[config.mk]
export PLATFORM = sky130hd
export DESIGN_NAME = dcache_ctrl
export DESIGN_NICKNAME = d
export VERILOG_FILES = /design/src/rtl/dcache_ctrl.sv
export SDC_FILE = /design/constraint.sdc
export NUM_CORES = 2
export LEC_CHECK = 0
export BUFFER_PORTS_ARGS = -buffer_cell sky130_fd_sc_hd__buf_4
export CAP_MARGIN = 20
export CORE_AREA = 2 2 706 708
export CTS_CLUSTER_SIZE = 12
export DETAILED_ROUTE_END_ITERATION = 6
export DIE_AREA = 0 0 708 710
export MAX_ROUTING_LAYER = met4
export SLEW_MARGIN = 20
export SYNTH_ARGS = -nofsm -noshare
export SYNTH_HDL_FRONTEND = slang
export SYNTH_SLANG_ARGS = --single-unit
[constraint.sdc]
create_clock -name clk -period 3.1 [get_ports clk]
set_clock_uncertainty 0.1 [all_clocks]
set_input_delay 0.155 -clock clk [delete_from_list [all_inputs] [get_ports clk]]
set_output_delay 0.155 -clock clk [all_outputs]
set_load 0.05 [all_outputs]
[src/rtl/dcache_ctrl.sv]
`default_nettype none
// ============================================================================
//  Module      : dcache_ctrl
//  Description : Miss/writeback sequencer for the L1 data-cache SRAM array.
//                Serves hits with no added latency. On a miss it writes back
//                a dirty victim, fetches the block, fills the array, then
//                replays the request. Saturating hit/miss/writeback counters.
//  Revision    : 1.0 - initial release
// ============================================================================
module dcache_ctrl #(
    parameter int BLK_ADDR_W = 26,
    parameter int BLK_BYTES  = 32,
    parameter int BLK_BITS   = 256,
    parameter int CNT_W      = 32
) (
    input  logic                  clk,
    input  logic                  rst,
    // CPU MEM stage
    input  logic                  cpu_ren,
    input  logic                  cpu_wen,
    input  logic [BLK_ADDR_W-1:0] cpu_addr,
    input  logic [BLK_BYTES-1:0]  cpu_bytes,
    input  logic [BLK_BITS-1:0]   cpu_wdata,
    output logic [BLK_BITS-1:0]   cpu_rdata,
    output logic                  cpu_stall,
    // data-cache array
    output logic                  sram_ren,
    output logic                  sram_wen,
    output logic                  sram_memWen,
    output logic [BLK_BYTES-1:0]  sram_bytes,
    output logic [BLK_ADDR_W-1:0] sram_blockAddr,
    output logic [BLK_BITS-1:0]   sram_dataIn,
    input  logic                  sram_hit,
    input  logic                  sram_dirty,
    input  logic [BLK_BITS-1:0]   sram_dataOut,
    input  logic [BLK_ADDR_W-1:0] sram_victimAddr,
    // next-level memory
    output logic                  mem_req,
    output logic                  mem_we,
    output logic [BLK_ADDR_W-1:0] mem_addr,
    output logic [BLK_BITS-1:0]   mem_wdata,
    input  logic                  mem_ack,
    input  logic [BLK_BITS-1:0]   mem_rdata,
    // performance counters
    output logic [CNT_W-1:0]      hit_cnt,
    output logic [CNT_W-1:0]      miss_cnt,
    output logic [CNT_W-1:0]      wb_cnt
);

    typedef enum logic [1:0] {
        S_IDLE    = 2'd0,
        S_WB      = 2'd1,
        S_FILL    = 2'd2,
        S_FILL_WR = 2'd3
    } state_t;

    state_t                  state_q;
    logic                    mem_req_q;
    logic                    mem_we_q;
    logic [BLK_ADDR_W-1:0]   mem_addr_q;
    logic [BLK_BITS-1:0]     mem_wdata_q;   // doubles as the victim data buffer
    logic [BLK_BITS-1:0]     fill_q;
    logic [CNT_W-1:0]        hit_cnt_q;
    logic [CNT_W-1:0]        miss_cnt_q;
    logic [CNT_W-1:0]        wb_cnt_q;

    logic w_idle;
    logic w_req;

    assign w_idle = (state_q == S_IDLE);
    assign w_req  = cpu_ren | cpu_wen;

    // Counters stick at all-ones instead of wrapping.
    function automatic logic [CNT_W-1:0] sat_inc(input logic [CNT_W-1:0] v);
        return (&v) ? v : v + CNT_W'(1);
    endfunction

    // Array strobes are decoded from state; only IDLE passes CPU accesses through.
    assign sram_ren       = w_idle & cpu_ren & ~cpu_wen;
    assign sram_wen       = w_idle & cpu_wen;
    assign sram_memWen    = (state_q == S_FILL_WR);
    assign sram_bytes     = w_idle ? cpu_bytes : '0;
    assign sram_blockAddr = cpu_addr;
    assign sram_dataIn    = (state_q == S_FILL_WR) ? fill_q : cpu_wdata;

    // The CPU proceeds only on an idle cycle that either has no request or hits.
    assign cpu_rdata = sram_dataOut;
    assign cpu_stall = ~(w_idle & (~w_req | sram_hit));

    assign mem_req   = mem_req_q;
    assign mem_we    = mem_we_q;
    assign mem_addr  = mem_addr_q;
    assign mem_wdata = mem_wdata_q;
    assign hit_cnt   = hit_cnt_q;
    assign miss_cnt  = miss_cnt_q;
    assign wb_cnt    = wb_cnt_q;

    // Miss sequencer: registered memory interface, buffers and counters.
    always_ff @(posedge clk) begin
        if (rst) begin
            state_q     <= S_IDLE;
            mem_req_q   <= 1'b0;
            mem_we_q    <= 1'b0;
            mem_addr_q  <= '0;
            mem_wdata_q <= '0;
            fill_q      <= '0;
            hit_cnt_q   <= '0;
            miss_cnt_q  <= '0;
            wb_cnt_q    <= '0;
        end else begin
            case (state_q)
                S_IDLE: begin
                    if (w_req) begin
                        if (sram_hit) begin
                            hit_cnt_q <= sat_inc(hit_cnt_q);
                        end else begin
                            miss_cnt_q <= sat_inc(miss_cnt_q);
                            mem_req_q  <= 1'b1;
                            if (sram_dirty) begin
                                // Victim must reach memory before its slot is refilled.
                                state_q     <= S_WB;
                                mem_we_q    <= 1'b1;
                                mem_addr_q  <= sram_victimAddr;
                                mem_wdata_q <= sram_dataOut;
                            end else begin
                                state_q    <= S_FILL;
                                mem_we_q   <= 1'b0;
                                mem_addr_q <= cpu_addr;
                            end
                        end
                    end
                end
                S_WB: begin
                    // Request stays up and turns straight into the block read.
                    if (mem_ack) begin
                        wb_cnt_q   <= sat_inc(wb_cnt_q);
                        state_q    <= S_FILL;
                        mem_we_q   <= 1'b0;
                        mem_addr_q <= cpu_addr;
                    end
                end
                S_FILL: begin
                    if (mem_ack) begin
                        fill_q    <= mem_rdata;
                        mem_req_q <= 1'b0;
                        state_q   <= S_FILL_WR;
                    end
                end
                S_FILL_WR: begin
                    // Fill written this cycle; the replay in IDLE then hits.
                    state_q <= S_IDLE;
                end
                default: begin
                    state_q <= S_IDLE;
                end
            endcase
        end
    end

endmodule
`default_nettype wire

==> out/results.ini <==
[cells_and_area]
final_cell_mix = buf_4 (1,819), nand2_1 (1,061), dlygate4sd3_1 (963)
nNetsFinal = 6896
fillers = 56500
stdcell_area_um2 = 62900
final_common_cell = buf_4
finalCoreUtilization_pct = 12.7
layout-drive-gt1-share_pct = 38.7
syn_to_final_growth_pct = 116

[worst_setup_path]
setup.worst_path.class = flip-flop to output port
critPathCaptureType = output port
cp.arrival_ps = 2760
slowest_stage = mux2_4
critPathRequiredTime_ps = 2840
start_kind = flip-flop
path_cells = ha_4, buf_12, buf_16, clkbuf_16, mux2_4, buf_4
slowest_delay_ps = 420
cp_max_fo = 18

[sta]
setup_tns_ps = 0
finalHoldViolCount = 0
fin_crit_sh_pct = 97.4
min_period_ps = 3020
max_clock_freq_ghz = 0.331
relSlewSlack_pct = 44.3
setup_violations = 0
maxSlewViolCount = 0
worst_slew_pin_slew_ps = 831

[logic_synthesis]
syn_nets = 4443
async_flop_share_pct = 0
synth_ff_type = dfxtp_1
syn_inst = 3576
ys_types = 60
yosysSeqAreaShare_pct = 43.9
synth_edf_count = 0
syn_area_um2 = 29100
syn_area_per_cell_um2 = 8.13
synth_seq_cells = 638
yosys_warnings = 0

[run_status]
status = complete, no violations

[pwr]
power_frac_clock_pct = 28.6
p_sw_mw = 18.9
leakage_nw = 24.4
power.density_nw_per_um2 = 647
swShare_pct = 46.5
cell_internal_pwr_mw = 21.8
power_frac_comb_pct = 47.4
peakVddDrop_mv = 0.386
seqPwrFrac_pct = 24.0

[routing]
vias = 38400
routed_wl_mm = 413
viasPerCell = 3.00
route.detailed.drc = 0
dr.pass1.iters = 6
final_antenna_net_count = 0
wl_per_cell_um = 32.3
drt-initial-drc-count = 3388

[placement]
place.gp.congestion = 1.21
numPortBuffers = 1812
dpl.hpwl_mm = 364
placed_cell_area_um2 = 48900

[floorplan]
die_area_um2 = 503000
start_util_pct = 5.87
design.core.area_um2 = 495000
ios = 1813
fp-row-count = 259
die_x_um = 708
fp.dieH_um = 710

[cts]
insertion_delay_ps = 790
cts_tree = done
clockRootBuffer = clkbuf_16
numCtsBuffers = 93
clock-sinks = 638
clock_path_buffers = 4
htreeDepth = 3
clk_pin_slew_worst_paths_ps = 60

[flow_run]
maxCapViolCount = 0

[global_route]
antenna_found_initial = 215
gr-total-overflow = 0
grt_use_total_pct = 16.1
grt_max_degree = 85
grt_pass1_vias = 36800
grt_pass1_wl_mm = 487

[min_path]
hold_path_class = input pin to flip-flop

path summary, 6_finish.rpt:
kind              depth (start not counted)  slack, ps          endpoint           start
setup / recovery                          6         80  sram_dataIn[184]      state_q[1]
hold / removal                            4         70       fill_q[128]  mem_rdata[128]
hold reg to reg                           2        350       fill_q[240]     fill_q[240]
setup reg to reg                          7        170    mem_wdata[218]      state_q[0]
cells by family (layout without fill, tap and decap cells):
logic type,Yosys count,count (layout),share of synthesized area (%)
AOI/OAI and AO/OA,720,720,13.2
xor gates and xnor gates,8,8,0.241
adders and majority gates,8,8,0.344
buffers and inverters,535,3059,10.7
DFF,638,638,43.9
muxes,291,291,11.1
other,0,171,0
and+or+nand+nor,1376,1376,20.4
cell usage after synthesis, types with 24 or more instances:
cell type | number | area share (%)
a211oi_1 | 32 | 0.83
a21oi_1 | 589 | 10
and2_1 | 39 | 0.84
buf_4 | 282 | 7.3
clkbuf_1 | 210 | 2.7
dfxtp_1 | 638 | 44
mux2_2 | 258 | 10
mux2i_1 | 30 | 1.0
nand2_1 | 1063 | 14
nand3_1 | 31 | 0.53
nand4_1 | 33 | 0.71
nor2_1 | 55 | 0.71
o21ai_0 | 41 | 0.71
or3_1 | 47 | 1.0
or4_1 | 24 | 0.62
worst max-delay path, delay by kind of cell (launching register included):
kind | cells | cell delay (ps)
buf+inv | 4 | 890
flops | 1 | 370
mux | 1 | 420
fa+ha+maj | 1 | 140
power groups by stage:
stage	sequential, mW	clock [mW]	combinational, mW
CTS	9.72	12.1	19.6
global placement	9.86	0	17.7
detailed placement	9.88	0	17.7
global route	9.83	12.2	20.3
finish	9.75	11.6	19.3
floorplan	11.4	0	7.14
sequential cells by signal, indices dropped and copies added, names as in the netlist:
signal and cells:
state_q 2, wb_cnt 32, fill_q 256, mem_wdata 256
hit_cnt 32, miss_cnt 32, mem_addr 26, mem_we 1
mem_req 1
repair_timing:
action                                  in CTS  in global routing
gates resized for setup                    128                 17
endpoints found under the hold margin      623                  0
endpoints found under the setup margin     187                 86
buffers inserted                             8                  0
pin swaps                                    0                  0
cloned                                       4                  1
hold buffers                               963                  0
per-stage QoR:
| step | hold slack [ps] | setup WS, ps | power, mW | instances |
|---|---|---|---|---|
| 2_1_floorplan | 191 | 427 | 18.5 | 3576 |
| 3_3_place_gp | 305 | 139 | 27.6 | 11500 |
| 3_5_place_dp | 310 | 247 | 27.6 | 11500 |
| 4_1_cts | 0.252 | -59.7 | 41.4 | 12600 |
| 5_1_grt | 32.0 | -8.95 | 42.4 | 12800 |
| 6_report | 66.6 | 81.6 | 40.7 | 12800 |
final cells by class:
type	instances	area [um^2]	share of cell area (%)
inverters	10	37.5	0.0597
clock inverters	31	502	0.798
well taps	6525	8160	13.0
repair buffers	2883	24800	39.4
flip-flops and latches	638	12800	20.3
multi-input cells	2403	13500	21.4
diodes	171	428	0.680
clock buffers	135	2710	4.30
layer usage:
layer	track usage (%)	wire, um	vias up
met1	18.9	171000	18500
met3	9.37	57400	588
met2	22.4	168000	2399
li1	-	-	16900
met4	5.54	17100	0
met5	-	0	-
(Power assumes the default switching activity.)
